[src/rtl/iod_train_pkg.sv]
// Shared types for the IOD receive-interface training sequencer:
// sequencer state encoding and FAIL_STEP encoding helpers.
package iod_train_pkg;

    typedef enum logic [2:0] {
        ST_IDLE       = 3'd0,
        ST_LOCK_WAIT  = 3'd1,
        ST_CLK_TRAIN  = 3'd2,
        ST_RETRY      = 3'd3,
        ST_LANE_TRAIN = 3'd4,
        ST_LANE_NEXT  = 3'd5,
        ST_DONE       = 3'd6,
        ST_FAIL       = 3'd7
    } seq_state_e;

    localparam logic [4:0] FAIL_STEP_CLK = 5'd0;

    // Lane i is reported as step 1+i; step 0 is reserved for clock-align.
    function automatic logic [4:0] fail_step_lane(input logic [3:0] idx);
        return {1'b0, idx} + 5'd1;
    endfunction

endpackage

[src/rtl/iod_train_sequencer_if.sv]
// Sequencer-facing bundle: PLL lock/retrain inputs, clock-align and per-lane
// trainer handshakes, and the interface-level status outputs.
interface iod_train_sequencer_if #(
    parameter int NUM_LANES = 4
);
    logic                 PLL_LOCK;
    logic                 RETRAIN;
    logic                 BCLKSCLK_TRAIN_START;
    logic                 BCLKSCLK_TRAIN_DONE;
    logic                 ICB_CLK_ALGN_ERR;
    logic                 CLK_ALGN_RSTRT;
    logic [NUM_LANES-1:0] LANE_TRAIN_START;
    logic [NUM_LANES-1:0] LANE_TRAIN_DONE;
    logic [NUM_LANES-1:0] LANE_TRAIN_ERR;
    logic                 TRAIN_DONE;
    logic                 TRAIN_FAIL;
    logic [4:0]           FAIL_STEP;
    logic [2:0]           SEQ_STATE;

    modport master (
        input  PLL_LOCK, RETRAIN, BCLKSCLK_TRAIN_DONE, ICB_CLK_ALGN_ERR,
               LANE_TRAIN_DONE, LANE_TRAIN_ERR,
        output BCLKSCLK_TRAIN_START, CLK_ALGN_RSTRT, LANE_TRAIN_START,
               TRAIN_DONE, TRAIN_FAIL, FAIL_STEP, SEQ_STATE
    );

    modport slave (
        output PLL_LOCK, RETRAIN, BCLKSCLK_TRAIN_DONE, ICB_CLK_ALGN_ERR,
               LANE_TRAIN_DONE, LANE_TRAIN_ERR,
        input  BCLKSCLK_TRAIN_START, CLK_ALGN_RSTRT, LANE_TRAIN_START,
               TRAIN_DONE, TRAIN_FAIL, FAIL_STEP, SEQ_STATE
    );
endinterface

[src/rtl/iod_train_timer.sv]
// Clearable up-counter with an all-ones terminal-count flag; used for the
// lock-stable window and for the per-step timeout.
module iod_train_timer #(
    parameter int WIDTH = 8
) (
    input  logic clk,
    input  logic rst_n,
    input  logic clr,
    input  logic en,
    output logic tc
);
    logic [WIDTH-1:0] count_q;
    logic [WIDTH-1:0] count_d;
    logic [WIDTH-1:0] base_s;

    // Clear and count may coincide, in which case the count restarts at one.
    always_comb begin
        base_s  = clr ? '0 : count_q;
        count_d = en ? base_s + WIDTH'(1) : base_s;
    end

    // Counter register.
    always_ff @(posedge clk or negedge rst_n) begin
        if (!rst_n) begin
            count_q <= '0;
        end else begin
            count_q <= count_d;
        end
    end

    assign tc = &count_q;

endmodule

[src/rtl/iod_train_sequencer.sv]
// Training scheduler: lock-stable wait, clock-align, then each lane's
// bit-align in turn, with per-step timeout and bounded retries.
module iod_train_sequencer
    import iod_train_pkg::*;
#(
    parameter int NUM_LANES         = 4,
    parameter int LOCK_STABLE_WIDTH = 8,
    parameter int TIMEOUT_WIDTH     = 16,
    parameter int MAX_RETRY         = 3
) (
    input  logic                  SCLK,
    input  logic                  RESETN,
    iod_train_sequencer_if.master bus
);
    localparam logic [3:0] LAST_LANE   = 4'(NUM_LANES - 1);
    localparam logic [2:0] RETRY_LIMIT = 3'(MAX_RETRY);

    seq_state_e           state_q, state_d;
    logic [3:0]           lane_idx_q, lane_idx_d;
    logic [2:0]           retry_q, retry_d;
    logic [4:0]           fail_step_q, fail_step_d;
    logic                 lane_phase_q, lane_phase_d;
    logic                 clk_start_q, clk_start_d;
    logic                 rstrt_q, rstrt_d;
    logic [NUM_LANES-1:0] lane_start_q, lane_start_d;
    logic                 done_q, done_d;
    logic                 fail_q, fail_d;

    logic                 lock_tc_s, step_tc_s;
    logic                 step_clr_s, step_en_s;
    logic                 lane_done_s, lane_err_s;
    logic [NUM_LANES-1:0] lane_onehot_s;

    iod_train_timer #(.WIDTH(LOCK_STABLE_WIDTH)) u_lock_timer (
        .clk   (SCLK),
        .rst_n (RESETN),
        .clr   (state_q == ST_IDLE),
        .en    ((state_q == ST_LOCK_WAIT) && bus.PLL_LOCK),
        .tc    (lock_tc_s)
    );

    // Restarts on every state change so each attempt sees a fresh window.
    assign step_clr_s = (state_d != state_q);
    assign step_en_s  = (state_d == ST_CLK_TRAIN) || (state_d == ST_LANE_TRAIN);

    iod_train_timer #(.WIDTH(TIMEOUT_WIDTH)) u_step_timer (
        .clk   (SCLK),
        .rst_n (RESETN),
        .clr   (step_clr_s),
        .en    (step_en_s),
        .tc    (step_tc_s)
    );

    // Select the active lane's done/error; other lanes are ignored.
    always_comb begin
        lane_done_s = 1'b0;
        lane_err_s  = 1'b0;
        for (int i = 0; i < NUM_LANES; i++) begin
            lane_done_s = lane_done_s | (bus.LANE_TRAIN_DONE[i] & (lane_idx_q == 4'(i)));
            lane_err_s  = lane_err_s  | (bus.LANE_TRAIN_ERR[i]  & (lane_idx_q == 4'(i)));
        end
    end

    // Next-state logic; outputs are derived from the next state so they
    // update together with the state register.
    always_comb begin
        state_d      = state_q;
        lane_idx_d   = lane_idx_q;
        retry_d      = retry_q;
        fail_step_d  = fail_step_q;
        lane_phase_d = lane_phase_q;
        if ((state_q != ST_IDLE) && !bus.PLL_LOCK) begin
            state_d = ST_IDLE;
        end else begin
            case (state_q)
                ST_IDLE: begin
                    if (bus.PLL_LOCK) begin
                        lane_idx_d   = 4'd0;
                        retry_d      = 3'd0;
                        lane_phase_d = 1'b0;
                        state_d      = ST_LOCK_WAIT;
                    end else begin
                        state_d = ST_IDLE;
                    end
                end
                ST_LOCK_WAIT: begin
                    state_d = lock_tc_s ? ST_CLK_TRAIN : ST_LOCK_WAIT;
                end
                ST_CLK_TRAIN: begin
                    if (bus.ICB_CLK_ALGN_ERR || step_tc_s) begin
                        state_d = ST_RETRY;
                    end else if (bus.BCLKSCLK_TRAIN_DONE) begin
                        retry_d      = 3'd0;
                        lane_idx_d   = 4'd0;
                        lane_phase_d = 1'b1;
                        state_d      = ST_LANE_TRAIN;
                    end else begin
                        state_d = ST_CLK_TRAIN;
                    end
                end
                ST_RETRY: begin
                    if (retry_q < RETRY_LIMIT) begin
                        retry_d = (retry_q == 3'd7) ? retry_q : retry_q + 3'd1;
                        state_d = lane_phase_q ? ST_LANE_TRAIN : ST_CLK_TRAIN;
                    end else begin
                        fail_step_d = lane_phase_q ? fail_step_lane(lane_idx_q) : FAIL_STEP_CLK;
                        state_d     = ST_FAIL;
                    end
                end
                ST_LANE_TRAIN: begin
                    if (lane_err_s || step_tc_s) begin
                        state_d = ST_RETRY;
                    end else if (lane_done_s) begin
                        state_d = ST_LANE_NEXT;
                    end else begin
                        state_d = ST_LANE_TRAIN;
                    end
                end
                ST_LANE_NEXT: begin
                    if (lane_idx_q >= LAST_LANE) begin
                        state_d = ST_DONE;
                    end else begin
                        lane_idx_d = lane_idx_q + 4'd1;
                        retry_d    = 3'd0;
                        state_d    = ST_LANE_TRAIN;
                    end
                end
                ST_DONE: begin
                    state_d = bus.RETRAIN ? ST_IDLE : ST_DONE;
                end
                ST_FAIL: begin
                    state_d = bus.RETRAIN ? ST_IDLE : ST_FAIL;
                end
                default: begin
                    state_d = ST_IDLE;
                end
            endcase
        end
        fail_step_d = (state_d == ST_IDLE) ? FAIL_STEP_CLK : fail_step_d;

        lane_onehot_s = '0;
        for (int i = 0; i < NUM_LANES; i++) begin
            lane_onehot_s[i] = (lane_idx_d == 4'(i));
        end
        clk_start_d  = (state_d == ST_CLK_TRAIN);
        rstrt_d      = (state_d == ST_RETRY) && !lane_phase_q;
        lane_start_d = (state_d == ST_LANE_TRAIN) ? lane_onehot_s : '0;
        done_d       = (state_d == ST_DONE);
        fail_d       = (state_d == ST_FAIL);
    end

    // Sequencer state and registered outputs.
    always_ff @(posedge SCLK or negedge RESETN) begin
        if (!RESETN) begin
            state_q      <= ST_IDLE;
            lane_idx_q   <= 4'd0;
            retry_q      <= 3'd0;
            fail_step_q  <= 5'd0;
            lane_phase_q <= 1'b0;
            clk_start_q  <= 1'b0;
            rstrt_q      <= 1'b0;
            lane_start_q <= '0;
            done_q       <= 1'b0;
            fail_q       <= 1'b0;
        end else begin
            state_q      <= state_d;
            lane_idx_q   <= lane_idx_d;
            retry_q      <= retry_d;
            fail_step_q  <= fail_step_d;
            lane_phase_q <= lane_phase_d;
            clk_start_q  <= clk_start_d;
            rstrt_q      <= rstrt_d;
            lane_start_q <= lane_start_d;
            done_q       <= done_d;
            fail_q       <= fail_d;
        end
    end

    assign bus.BCLKSCLK_TRAIN_START = clk_start_q;
    assign bus.CLK_ALGN_RSTRT       = rstrt_q;
    assign bus.LANE_TRAIN_START     = lane_start_q;
    assign bus.TRAIN_DONE           = done_q;
    assign bus.TRAIN_FAIL           = fail_q;
    assign bus.FAIL_STEP            = fail_step_q;
    assign bus.SEQ_STATE            = state_q;

endmodule

[src/flat_wrapper.sv]
// flat-port wrapper written by rule: the top's interface ports become plain ports
module iod_train_sequencer_flat import iod_train_pkg::*;
#(
    parameter int NUM_LANES         = 4,
    parameter int LOCK_STABLE_WIDTH = 8,
    parameter int TIMEOUT_WIDTH     = 16,
    parameter int MAX_RETRY         = 3
)
  (SCLK, RESETN, bus_PLL_LOCK, bus_RETRAIN, bus_BCLKSCLK_TRAIN_DONE, bus_ICB_CLK_ALGN_ERR, bus_LANE_TRAIN_DONE, bus_LANE_TRAIN_ERR, bus_BCLKSCLK_TRAIN_START, bus_CLK_ALGN_RSTRT, bus_LANE_TRAIN_START, bus_TRAIN_DONE, bus_TRAIN_FAIL, bus_FAIL_STEP, bus_SEQ_STATE);
  iod_train_sequencer_if #(.NUM_LANES(NUM_LANES)) bus_i ();
  input  logic SCLK;
  input  logic RESETN;
  input wire logic [$bits(bus_i.PLL_LOCK)-1:0] bus_PLL_LOCK;
  input wire logic [$bits(bus_i.RETRAIN)-1:0] bus_RETRAIN;
  input wire logic [$bits(bus_i.BCLKSCLK_TRAIN_DONE)-1:0] bus_BCLKSCLK_TRAIN_DONE;
  input wire logic [$bits(bus_i.ICB_CLK_ALGN_ERR)-1:0] bus_ICB_CLK_ALGN_ERR;
  input wire logic [$bits(bus_i.LANE_TRAIN_DONE)-1:0] bus_LANE_TRAIN_DONE;
  input wire logic [$bits(bus_i.LANE_TRAIN_ERR)-1:0] bus_LANE_TRAIN_ERR;
  output wire logic [$bits(bus_i.BCLKSCLK_TRAIN_START)-1:0] bus_BCLKSCLK_TRAIN_START;
  output wire logic [$bits(bus_i.CLK_ALGN_RSTRT)-1:0] bus_CLK_ALGN_RSTRT;
  output wire logic [$bits(bus_i.LANE_TRAIN_START)-1:0] bus_LANE_TRAIN_START;
  output wire logic [$bits(bus_i.TRAIN_DONE)-1:0] bus_TRAIN_DONE;
  output wire logic [$bits(bus_i.TRAIN_FAIL)-1:0] bus_TRAIN_FAIL;
  output wire logic [$bits(bus_i.FAIL_STEP)-1:0] bus_FAIL_STEP;
  output wire logic [$bits(bus_i.SEQ_STATE)-1:0] bus_SEQ_STATE;
  assign bus_i.PLL_LOCK = bus_PLL_LOCK;
  assign bus_i.RETRAIN = bus_RETRAIN;
  assign bus_i.BCLKSCLK_TRAIN_DONE = bus_BCLKSCLK_TRAIN_DONE;
  assign bus_i.ICB_CLK_ALGN_ERR = bus_ICB_CLK_ALGN_ERR;
  assign bus_i.LANE_TRAIN_DONE = bus_LANE_TRAIN_DONE;
  assign bus_i.LANE_TRAIN_ERR = bus_LANE_TRAIN_ERR;
  assign bus_BCLKSCLK_TRAIN_START = bus_i.BCLKSCLK_TRAIN_START;
  assign bus_CLK_ALGN_RSTRT = bus_i.CLK_ALGN_RSTRT;
  assign bus_LANE_TRAIN_START = bus_i.LANE_TRAIN_START;
  assign bus_TRAIN_DONE = bus_i.TRAIN_DONE;
  assign bus_TRAIN_FAIL = bus_i.TRAIN_FAIL;
  assign bus_FAIL_STEP = bus_i.FAIL_STEP;
  assign bus_SEQ_STATE = bus_i.SEQ_STATE;
  iod_train_sequencer #(.NUM_LANES(NUM_LANES), .LOCK_STABLE_WIDTH(LOCK_STABLE_WIDTH), .TIMEOUT_WIDTH(TIMEOUT_WIDTH), .MAX_RETRY(MAX_RETRY)) u_core (.SCLK(SCLK), .RESETN(RESETN), .bus(bus_i));
endmodule
[config.mk]
export PLATFORM = sky130hd
export DESIGN_NAME = iod_train_sequencer_flat
export DESIGN_NICKNAME = d
export VERILOG_FILES = /design/src/rtl/iod_train_pkg.sv /design/src/rtl/iod_train_sequencer_if.sv /design/src/rtl/iod_train_timer.sv /design/src/rtl/iod_train_sequencer.sv /design/src/flat_wrapper.sv
export SDC_FILE = /design/constraint.sdc
export NUM_CORES = 1
export LEC_CHECK = 0
export ABC_AREA = 1
export CELL_PAD_IN_SITES_DETAIL_PLACEMENT = 1
export CELL_PAD_IN_SITES_GLOBAL_PLACEMENT = 1
export CORE_MARGIN = 2
export CORE_UTILIZATION = 46
export CTS_CLUSTER_SIZE = 30
export DETAILED_ROUTE_END_ITERATION = 8
export GPL_TIMING_DRIVEN = 0
export PLACE_DENSITY_LB_ADDON = 0.08
export SKIP_CTS_REPAIR_TIMING = 1
export SLEW_MARGIN = 20
export SYNTH_ARGS = -nofsm -noshare
export SYNTH_HDL_FRONTEND = slang
export SYNTH_SLANG_ARGS = --single-unit
export TNS_END_PERCENT = 10
[constraint.sdc]
create_clock -name SCLK -period 5.8 [get_ports SCLK]
set_clock_uncertainty 0.15 [all_clocks]
set_input_delay 0.87 -clock SCLK [delete_from_list [all_inputs] [get_ports SCLK]]
set_output_delay 0.87 -clock SCLK [all_outputs]
set_load 0.01 [all_outputs]
==> results of run 1 <==
## worst max path at each step
stage | slack [ns] | from | endpoint | cells past startpoint
floorplan | 2.90 | bus_LANE_TRAIN_ERR[1] | u_core.u_step_timer.count_q[14]$_DFF_PN0_ | 19
global placement | 2.01 | bus_PLL_LOCK | u_core.u_step_timer.count_q[14]$_DFF_PN0_ | 16
detailed placement | 1.94 | bus_PLL_LOCK | u_core.u_step_timer.count_q[14]$_DFF_PN0_ | 16
CTS | 2.24 | bus_PLL_LOCK | u_core.u_step_timer.count_q[14]$_DFF_PN0_ | 16
global route | 2.05 | bus_PLL_LOCK | u_core.u_step_timer.count_q[14]$_DFF_PN0_ | 16
finish | 2.27 | bus_PLL_LOCK | u_core.u_step_timer.count_q[14]$_DFF_PN0_ | 16
## synthesized netlist by cell type
| cell | instances |
|---|---|
| a2111oi_0 | 1 |
| a21oi_1 | 5 |
| a2bb2oi_1 | 2 |
| a32oi_1 | 1 |
| and2_1 | 1 |
| buf_6 | 3 |
| dfrtp_1 | 48 |
| ha_1 | 8 |
| inv_1 | 50 |
| inv_2 | 7 |
| inv_4 | 1 |
| nand2_1 | 85 |
| nand2_2 | 8 |
| nand2_4 | 9 |
| nand3_1 | 32 |
| nand3_2 | 6 |
| nand3_4 | 1 |
| nand3b_1 | 5 |
| nand4_1 | 7 |
| nand4_2 | 2 |
| nand4_4 | 2 |
| nor2_1 | 46 |
| nor2_2 | 13 |
| nor2_4 | 7 |
| nor3_1 | 3 |
| nor3_4 | 1 |
| nor3b_1 | 1 |
| nor4_1 | 1 |
| o21ai_0 | 10 |
| o21ai_1 | 3 |
| o22ai_1 | 1 |
| o31ai_1 | 1 |
| o41ai_1 | 1 |
| xnor2_1 | 6 |
| xor2_1 | 10 |
## layout make-up
type                    count  area [um2]  area share [%]
repair buffers             29         288            8.07
flip-flops and latches     48        1200            33.7
plain buffers               3        33.8           0.948
inverters                  58         220            6.18
well taps                  77        96.3            2.70
clock buffers               7        96.3            2.70
multi-input cells         279        1630            45.7
## sequential cells by signal, summed over array words and instances, names as in the netlist
name / cells
u_core.u_step_timer.count_q: 16
u_core.u_lock_timer.count_q: 8
u_core.bus.FAIL_STEP: 5
u_core.bus.LANE_TRAIN_START: 4
u_core.lane_idx_q: 4
u_core.bus.SEQ_STATE: 3
u_core.retry_q: 3
u_core.bus.BCLKSCLK_TRAIN_START: 1
u_core.bus.CLK_ALGN_RSTRT: 1
u_core.bus.TRAIN_DONE: 1
u_core.bus.TRAIN_FAIL: 1
u_core.lane_phase_q: 1
## stage by stage
step                cells  setup slack, ns  utilization [%]
CTS                   501             2.24             55.5
floorplan             388             2.90                -
global placement      494             2.01             54.0
detailed placement    494             1.94             54.0
finish                501             2.27             55.5
global route          501             2.05             55.5
## cells by family after synthesis
family / after synthesis / share of synthesized area [%]
AND/OR/NAND/NOR: 230 / 40.2
buffers and inverters: 61 / 8.24
flip-flops: 48 / 38.9
AO/OA/AOI/OAI: 25 / 4.79
XOR/XNOR: 16 / 4.54
adder cells (fa/ha/maj): 8 / 3.25
## worst max-delay path: stages
cell and delay [ns]:
clkdlybuf4s50_1 0.57, nor2_1 0.31, inv_2 0.13, nand2_2 0.17, nand2_2 0.09, nand2_4 0.14
nand3_4 0.18, nor2_2 0.20, ha_1 0.21, nand2_1 0.07, nor2_1 0.13, nand2_2 0.11
nor2_2 0.18, nand3_1 0.09, nand2_1 0.08, inv_1 0.04
## per-layer routing
layer	track usage, %	up-vias	share of wire, %
li1	-	1299	-
met3	3.08	8	2.0
met4	5.34	0	1.3
met5	0	-	0
met1	27.5	1262	44
met2	39.9	34	52
## cells in the final DEF (no fill, tap or decap), types with 8 or more instances in the layout
master and instances:
clkdlybuf4s50_1 28, dfrtp_1 48, ha_1 8, inv_1 50
nand2_1 85, nand2_2 8, nand2_4 9, nand3_1 32
nor2_1 46, nor2_2 13, o21ai_0 10, xor2_1 10
## power groups by stage
stage                     Clock (mW)  Sequential, mW  Combinational, mW
after detailed placement           0           0.351             0.0841
after global placement             0           0.351             0.0819
after global routing           0.235           0.345             0.0934
after CTS                      0.223           0.344             0.0845
final                          0.216           0.344             0.0828
after floorplan                    0           0.349             0.0514
==> impl_metrics.json, run 1 <==
{
  "seq_area_frac_synth_pct": 38.9,
  "yosys_warnings": 0,
  "vias_per_cell": 5.20,
  "die-area_um2": 7380,
  "grt_max_degree": 49,
  "rows": 29,
  "r2r_cells": 21,
  "ioPinCount": 30,
  "fmax_ghz": 0.283,
  "wl_per_cell_um": 14.8,
  "num_vias": 2603,
  "p_int_mw": 0.474,
  "rrSetupSlack_ns": 2.52,
  "initial_core_util_pct": 48.0,
  "fp.dieH_um": 85.9,
  "clk_pin_slew_ns": 0.09,
  "fp.dieW_um": 85.9,
  "cts-root-to-sink-buffers": 2,
  "clk_latency_ns": 0.30,
  "post-synth-top-area-cell": "dfrtp_1",
  "min_to": "u_core.bus.FAIL_STEP[0]$_DFFE_PN0P_",
  "n_fill_cell": 795,
  "worstPathRequired_ns": 5.85,
  "dr.pass1.iters": 9,
  "wirelength_mm": 7.43,
  "hold_violations": 0,
  "rr_endpoint": "u_core.u_step_timer.count_q[14]$_DFF_PN0_",
  "seqPwrFrac_pct": 53.5,
  "numCtsBuffers": 5,
  "holdCritPathClass": "reg -> reg",
  "violations": "design-rule violations",
  "worst_hold_slack_ns": 0.330,
  "synth_area_um2": 3080,
  "clkSinkCount": 48,
  "drtIter0Drc": 113,
  "fin_nets": 446,
  "crit_type": "in -> reg",
  "postLayoutCellArea_um2": 3560,
  "final_antenna_net_count": 0,
  "gp_congestion": 0.903,
  "worstMarginPinSlew_ns": 0.621,
  "synth_top_area_share_pct": 38.9,
  "grt_antenna_before_repair": 0,
  "htreeDepth": 2,
  "path_max_fanout": 9,
  "cts_tree": "yes",
  "p_clk_share_pct": 33.6,
  "worstSetupEndpointType": "flip-flop",
  "max-cap-violations": 0,
  "setup-tns-final_ns": 0,
  "min_from": "u_core.bus.FAIL_STEP[0]$_DFFE_PN0P_",
  "fin_crit_ns": 3.53,
  "finalPower_mw": 0.643,
  "power_density_nw_per_um2": 180,
  "grt_overflow": 0,
  "root_buffer": "clkbuf_8",
  "dp_hpwl_mm": 5.93,
  "reg2reg_from": "u_core.lane_idx_q[0]$_DFF_PN0_",
  "power_switching_mw": 0.169,
  "rsz0062_at_grt": "false",
  "portBuffers": 29,
  "status": "finished, violations left",
  "power_frac_comb_pct": 12.9,
  "grt_usage_pct": 22.0,
  "syn_nets": 410,
  "synth_area_per_cell_um2": 7.95,
  "p_sw_share_pct": 26.3,
  "synth-seq-cells": 48,
  "place_area_um2": 3470,
  "syn_inst": 388,
  "crit_arrival_ns": 3.59,
  "syn2layout_area_growth_pct": 15.6,
  "layout_worst_path_cycle_share_pct": 60.9,
  "drc": 4,
  "setup_violations": 0,
  "drv_slew": 0,
  "vdd_drop_max_v": 0.000105,
  "grt_pass1_wl_mm": 12.9,
  "max_slew_margin_pct": 58.6,
  "leakage_nw": 1.69,
  "ys_types": 35,
  "yosys-top-cells-area": "dfrtp_1 39%, nand2_1 10%, inv_1 6.1%",
  "grt_pass1_vias": 2739,
  "core_area_um2": 6420,
  "antennaDiodeCount": 0,
  "startpoint_type": "input pin",
  "hold_depth": 2,
  "drive_gt1_share_pct": 16.0
}
Power figures use the tool's default switching activity.
==> run 2, diff against run 1 <==
CORE_UTILIZATION = 39   (was 46)
clock period = 2.91 ns   (was 5.8 ns; I/O delays follow)
==> run 2 against run 1 <==
The flow finishes with violations (negative hold slack). Sequential cell count stayed put. Via count rose by 3.5%. Die area rose by 17%. Sequential power grew 100%. Non-clock buffer count grew 32. First-iteration DRC count decreased by 42%. Clock-buffer cell count down 1. Critical path type is now reg -> reg. Total power rose by 130%. Combinational power grew to 2.9 times the previous value. Wire length up 5.8%. Largest cell class unchanged. Final area is 13% higher. Worst setup slack worse by 2.2 ns.
==> impl_metrics.json, run 2 (synthesis results as in run 1) <==
{
  "rsz0062_at_grt": "true",
  "grt_overflow": 0,
  "grt_max_degree": 49,
  "cts-root-to-sink-buffers": 2,
  "fp.dieW_um": 92.9,
  "fmax_ghz": 0.350,
  "worst_hold_slack_ns": -0.0120,
  "holdCritPathClass": "in -> async",
  "setup_violations": 0,
  "vdd_drop_max_v": 0.000199,
  "drive_gt1_share_pct": 27.5,
  "grt_antenna_before_repair": 0,
  "initial_core_util_pct": 40.1,
  "portBuffers": 29,
  "wl_per_cell_um": 14.0,
  "path_max_fanout": 5,
  "finalPower_mw": 1.45,
  "worstMarginPinSlew_ns": 0.644,
  "max_slew_margin_pct": 57.1,
  "gp_congestion": 0.882,
  "crit_type": "reg -> reg",
  "crit_arrival_ns": 2.96,
  "clk_pin_slew_ns": 0.09,
  "crit_family": "simple AND/OR/NAND/NOR gates",
  "grt_usage_pct": 18.2,
  "power_density_nw_per_um2": 360,
  "root_buffer": "clkbuf_8",
  "final_antenna_net_count": 0,
  "drtIter0Drc": 65,
  "n_fill_cell": 947,
  "num_vias": 2695,
  "clkSinkCount": 48,
  "largest_register_ffs": 16,
  "status": "finished, violations left",
  "die-area_um2": 8640,
  "max-cap-violations": 0,
  "regArea_um2": 1200,
  "crit_chain": "ha_4, nand3_2, nand2_2, nor2_4, nand2_1, nand2_2, nand4_4, nand2_4, nand2_4, nand2_4, nand3_4, nor2_4, ha_4, nand2_2, nor2_2, nand2_2, nor2_4, nand2_1, nand2_1, nand2_1, inv_1",
  "fp.dieH_um": 92.9,
  "layout_worst_path_cycle_share_pct": 98.1,
  "r2r_cells": 21,
  "cts_tree": "yes",
  "ioPinCount": 30,
  "reg2reg_from": "u_core.lane_idx_q[1]$_DFF_PN0_",
  "crit_slowest_cell": "dfrtp_2",
  "clk_latency_ns": 0.31,
  "grt_pass1_vias": 2577,
  "final_common_cell": "nand2_1",
  "hold_violations": 13,
  "htreeDepth": 2,
  "top_register": "u_core.u_step_timer.count_q",
  "violations": "negative hold slack",
  "rr_endpoint": "u_core.u_step_timer.count_q[8]$_DFF_PN0_",
  "worstPathRequired_ns": 3.02,
  "leakage_nw": 1.86,
  "max_stage_delay_ns": 0.48,
  "vias_per_cell": 4.81,
  "drv_slew": 0,
  "critPathBufInv": 1,
  "place_area_um2": 3500,
  "grt_pass1_wl_mm": 12.5,
  "syn2layout_area_growth_pct": 30.6,
  "dp_hpwl_mm": 5.77,
  "numCtsBuffers": 5,
  "worstSetupEndpointType": "flip-flop",
  "core_area_um2": 7690,
  "fin_crit_ns": 2.85,
  "drc": 0,
  "dr.pass1.iters": 4,
  "antennaDiodeCount": 0,
  "fin_nets": 479,
  "layout_common_cells": "81 x nand2_1, 47 x inv_1, 46 x dfrtp_1",
  "rows": 32,
  "multiInputGateArea_um2": 1780,
  "startpoint_type": "flip-flop",
  "postLayoutCellArea_um2": 4030,
  "rrSetupSlack_ns": 0.06,
  "wirelength_mm": 7.85
}
## run 2: cell count changes in the layout (fill, tap and decap cells not counted), sizes merged
cell    delta
clkinv     +1
bufinv     +1
nor2       +1
clkbuf     -1
buf       +32
## run 2: worst max path at each step
stage	from	end	slack, ns	depth (start not counted)
after global routing	u_core.lane_idx_q[1]$_DFF_PN0_	u_core.u_step_timer.count_q[12]$_DFF_PN0_	-0.16	20
after global placement	bus_PLL_LOCK	u_core.u_step_timer.count_q[14]$_DFF_PN0_	-0.49	16
final	u_core.lane_idx_q[1]$_DFF_PN0_	u_core.u_step_timer.count_q[8]$_DFF_PN0_	0.06	21
after detailed placement	bus_PLL_LOCK	u_core.u_step_timer.count_q[14]$_DFF_PN0_	-0.53	16
after floorplan	u_core.lane_idx_q[0]$_DFF_PN0_	u_core.u_step_timer.count_q[14]$_DFF_PN0_	0.17	20
after CTS	u_core.lane_idx_q[0]$_DFF_PN0_	u_core.u_step_timer.count_q[14]$_DFF_PN0_	-0.46	21
## run 2: area by class of cell
class | count | area share [%]
buffer | 3 | 0.839
clock buffer | 6 | 2.05
clock inverter | 2 | 0.963
inverter | 58 | 5.59
multi-input combinational | 280 | 44.3
sequential | 48 | 29.9
tap | 102 | 3.17
timing repair buffer | 61 | 13.2
## run 2: metal layers
layer  track usage [%]  wire length (um)  up-vias
met4              4.41                89        0
met1              22.9              3480     1298
met5                 0                 0        -
met2              32.3              4100       27
met3              2.93               187        8
li1                  -                 -     1362
## run 2: power by group
group	leakage, nW	internal [mW]	switching [mW]	total [mW]
clock network	0.0614	0.281	0.241	0.522
registers	0.664	0.675	0.0141	0.689
logic	1.14	0.105	0.132	0.237
## run 2: per-stage QoR
step | setup slack, ns | util (%) | TNS [ns] | cells
after detailed placement | -0.527 | 45.5 | -2.81 | 519
final | 0.0565 | 52.4 | 0 | 560
after CTS | -0.457 | 47.1 | -2.26 | 527
after global routing | -0.156 | 52.4 | -0.625 | 560
after floorplan | 0.167 | - | 0 | 388
after global placement | -0.493 | 45.6 | -15.22 | 519
==> run 3, diff against run 2 <==
ABC_AREA = 0   (was 1)
CORE_ASPECT_RATIO = 2   (was default)
HOLD_SLACK_MARGIN = 0.02   (was default)
==> run 3 against run 2 <==
The run ends with negative setup slack left. Wire length rose by 0.17%. Non-clock buffer count fell by 17. Synthesized cell count fell by 22%. Sequential power fell by 2%. First-iteration DRC count rose by 14%. Synthesized area fell by 11%. Worst setup slack got worse by 1.1 ns. Core utilization fell by 1.7 points. Sequential share of layout area rose by 4.6 points. Cell count fell by 22%. Fmax fell by 28%.
==> impl_metrics.json, run 3 <==
{
  "grt_max_degree": 49,
  "htreeDepth": 2,
  "fin_util_pct": 50.7,
  "use_met1_pct": 19.8,
  "antennaDiodeCount": 0,
  "seq_area_frac_synth_pct": 43.9,
  "worst_slack_ns": -1.08,
  "synth_xor_area_share_pct": 7.04,
  "synth_area_per_cell_um2": 9.09,
  "use_met2_pct": 41.8,
  "setup-tns-final_ns": -6.42,
  "yosys.area_share.simple_pct": 27.0,
  "fin_nets": 366,
  "r2r_cells": 18,
  "n_fill_cell": 832,
  "initial_core_util_pct": 39.7,
  "clk_pin_slew_ns": 0.07,
  "power_density_nw_per_um2": 420,
  "die-area_um2": 7740,
  "status": "finished, violations left",
  "numCtsBuffers": 5,
  "rsz0062_at_grt": "true",
  "globalRoute.busiestLayer": "met2",
  "muxShareOfSynthArea_pct": 1.14,
  "synth_area_um2": 2740,
  "clk_latency_ns": 0.30,
  "worstMarginPinSlew_ns": 0.856,
  "fmax_ghz": 0.251,
  "reg2reg_from": "u_core.lane_idx_q[0]$_DFF_PN0_",
  "portBuffers": 28,
  "grt_overflow": 0,
  "synth_top_family_by_area": "simple AND/OR/NAND/NOR gates",
  "dp_hpwl_mm": 5.91,
  "largest_register_ffs": 16,
  "final_antenna_net_count": 0,
  "max_slew_margin_pct": 42.5,
  "leakage_nw": 1.48,
  "yosys-top-cells-area": "dfrtp_1 44%, xor2_1 5.1%, nor2_1 4.7%",
  "holdCritPathClass": "in -> async",
  "root_buffer": "clkbuf_16",
  "syn_nets": 323,
  "wirelength_mm": 7.87,
  "post-synth-top-area-cell": "dfrtp_1",
  "gr-usage-met3_pct": 2.75,
  "path_max_fanout": 8,
  "startpoint_type": "flip-flop",
  "crit_slowest_cell": "dfrtp_2",
  "cts_tree": "yes",
  "wl_per_cell_um": 18.1,
  "grt_usage_pct": 20.9,
  "rr_endpoint": "u_core.u_step_timer.count_q[10]$_DFF_PN0_",
  "dr.pass1.iters": 4,
  "crit_type": "reg -> reg",
  "violations": "negative setup slack",
  "num_vias": 2408,
  "worstPathRequired_ns": 2.95,
  "hold_violations": 0,
  "crit_family": "compound AO/OA/AOI/OAI gates",
  "ys_async_sr_fraction_pct": 100,
  "crit_arrival_ns": 4.03,
  "vias_per_cell": 5.54,
  "worstSetupEndpointType": "flip-flop",
  "ioPinCount": 30,
  "ys_types": 51,
  "gp_congestion": 0.810,
  "layout_common_cells": "46 x dfrtp_1, 32 x nor2_1, 27 x nand2_1, 27 x clkdlybuf4s50_1, 16 x xor2_1",
  "ys_top_cells_by_count": "48 x dfrtp_1, 34 x nor2_1, 28 x nand2_1",
  "grt_pass1_wl_mm": 12.3,
  "drtIter0Drc": 74,
  "max-cap-violations": 0,
  "crit_chain": "inv_2, ha_2, a22oi_1, a2111oi_1, a311oi_2, a31o_2, xnor2_1, a21bo_4, buf_8, nor2_4, ha_2, and3_4, and2_4, nand2_4, nor3_2, nand2_1, xnor2_2, nor2_2",
  "syn_inst": 301,
  "top_register": "u_core.u_step_timer.count_q",
  "synth-seq-cells": 48,
  "fp.dieH_um": 122,
  "synth_compound_area_share_pct": 13.5,
  "syn2layout_area_growth_pct": 27.6,
  "fp.dieW_um": 63.2,
  "vdd_drop_max_v": 0.000438,
  "clkSinkCount": 48,
  "layout_worst_path_cycle_share_pct": 137,
  "grt_pass1_vias": 2476,
  "drive_gt1_share_pct": 18.8,
  "synth_most_common_cell": "dfrtp_1",
  "final_common_cell": "dfrtp_1",
  "core_area_um2": 6890,
  "yosys_warnings": 0,
  "drv_slew": 0,
  "critPathBufInv": 2,
  "synthAdderAreaFrac_pct": 3.66,
  "rows": 43,
  "setup_violations": 11,
  "cts-root-to-sink-buffers": 2,
  "synth_edf_count": 0,
  "max_stage_delay_ns": 0.49,
  "drc": 0,
  "grt_antenna_before_repair": 0,
  "synthFlopType": "dfrtp_1",
  "path_common_cell": "ha_2",
  "rrSetupSlack_ns": -1.08,
  "synth_top_area_share_pct": 43.9,
  "fin_crit_ns": 3.99
}
## run 3: cell types whose count changed in the layout (fill, tap and decap cells not counted), sizes merged, moves of 7 or more
| cell | delta |
|---|---|
| a21oi | +12 |
| and3 | +7 |
| buf | -21 |
| inv | -47 |
| nand2 | -74 |
| nand3 | -26 |
| nor2 | -29 |
| nor2b | +8 |
| nor3 | +9 |
## run 3: routing by layer
layer  up-vias  share of wire [%]
li1       1133                  -
met1      1216                 34
met2        38                 59
met3        21                2.2
met4         0                4.0
met5         -                  0
## run 3: per-stage QoR
step / power (mW) / std cells / setup slack, ns / hold slack, ns / area, um2
2_1_floorplan: 0.732 / 301 / -0.600 / -0.00909 / 2760
3_3_place_gp: 0.782 / 419 / -1.27 / 0.342 / 3160
3_5_place_dp: 0.782 / 419 / -1.32 / 0.354 / 3150
4_1_cts: 1.48 / 427 / -1.26 / 0.0359 / 3330
5_1_grt: 1.52 / 435 / -1.24 / 0.0590 / 3490
6_report: 1.47 / 435 / -1.08 / 0.00202 / 3490
## run 3: how the worst max path moves through the flow
stage / from / depth (start not counted) / endpoint
2_1_floorplan: u_core.lane_idx_q[0]$_DFF_PN0_ / 19 / u_core.u_step_timer.count_q[10]$_DFF_PN0_
3_3_place_gp: bus_LANE_TRAIN_DONE[1] / 17 / u_core.u_step_timer.count_q[14]$_DFF_PN0_
3_5_place_dp: bus_LANE_TRAIN_DONE[0] / 17 / u_core.u_step_timer.count_q[10]$_DFF_PN0_
4_1_cts: u_core.lane_idx_q[0]$_DFF_PN0_ / 18 / u_core.u_step_timer.count_q[14]$_DFF_PN0_
5_1_grt: u_core.lane_idx_q[0]$_DFF_PN0_ / 18 / u_core.u_step_timer.count_q[10]$_DFF_PN0_
6_report: u_core.lane_idx_q[0]$_DFF_PN0_ / 18 / u_core.u_step_timer.count_q[10]$_DFF_PN0_
## run 3: worst register-to-register path: stages, from the launching register on
cell and delay, ns:
dfrtp_2 0.49, inv_2 0.11, ha_2 0.19, a22oi_1 0.08
a2111oi_1 0.46, a311oi_2 0.14, a31o_2 0.32, xnor2_1 0.27
a21bo_4 0.31, buf_8 0.15, nor2_4 0.08, ha_2 0.19
and3_4 0.20, and2_4 0.16, nand2_4 0.08, nor3_2 0.19
nand2_1 0.11, xnor2_2 0.18, nor2_2 0.04
## run 3: power by group
part	internal [mW]	switching [mW]	total, mW	leakage [nW]
clock	0.431	0.257	0.688	0.0871
sequential	0.672	0.00277	0.675	0.662
combinational	0.0425	0.0614	0.104	0.733
total	1.15	0.322	1.47	1.48
## run 3: layout make-up
cell class / count / area [um2] / share of cell area [%]
Multi-Input combinational cell: 231 / 1550 / 44.5
Sequential cell: 48 / 1200 / 34.5
Buffer: 11 / 65.1 / 1.86
Inverter: 11 / 41.3 / 1.18
Timing Repair Buffer: 36 / 338 / 9.68
Clock inverter: 2 / 38.8 / 1.11
Tap cell: 90 / 113 / 3.23
Clock buffer: 6 / 139 / 3.98
## run 3: cells by family (layout without fill, tap and decap cells)
kind of cell,after synthesis,in the layout
simple gates,145,145
compound gates,53,53
flops,48,48
xor+xnor,22,22
buf+inv,22,66
fa+ha+maj,8,8
mux,3,3
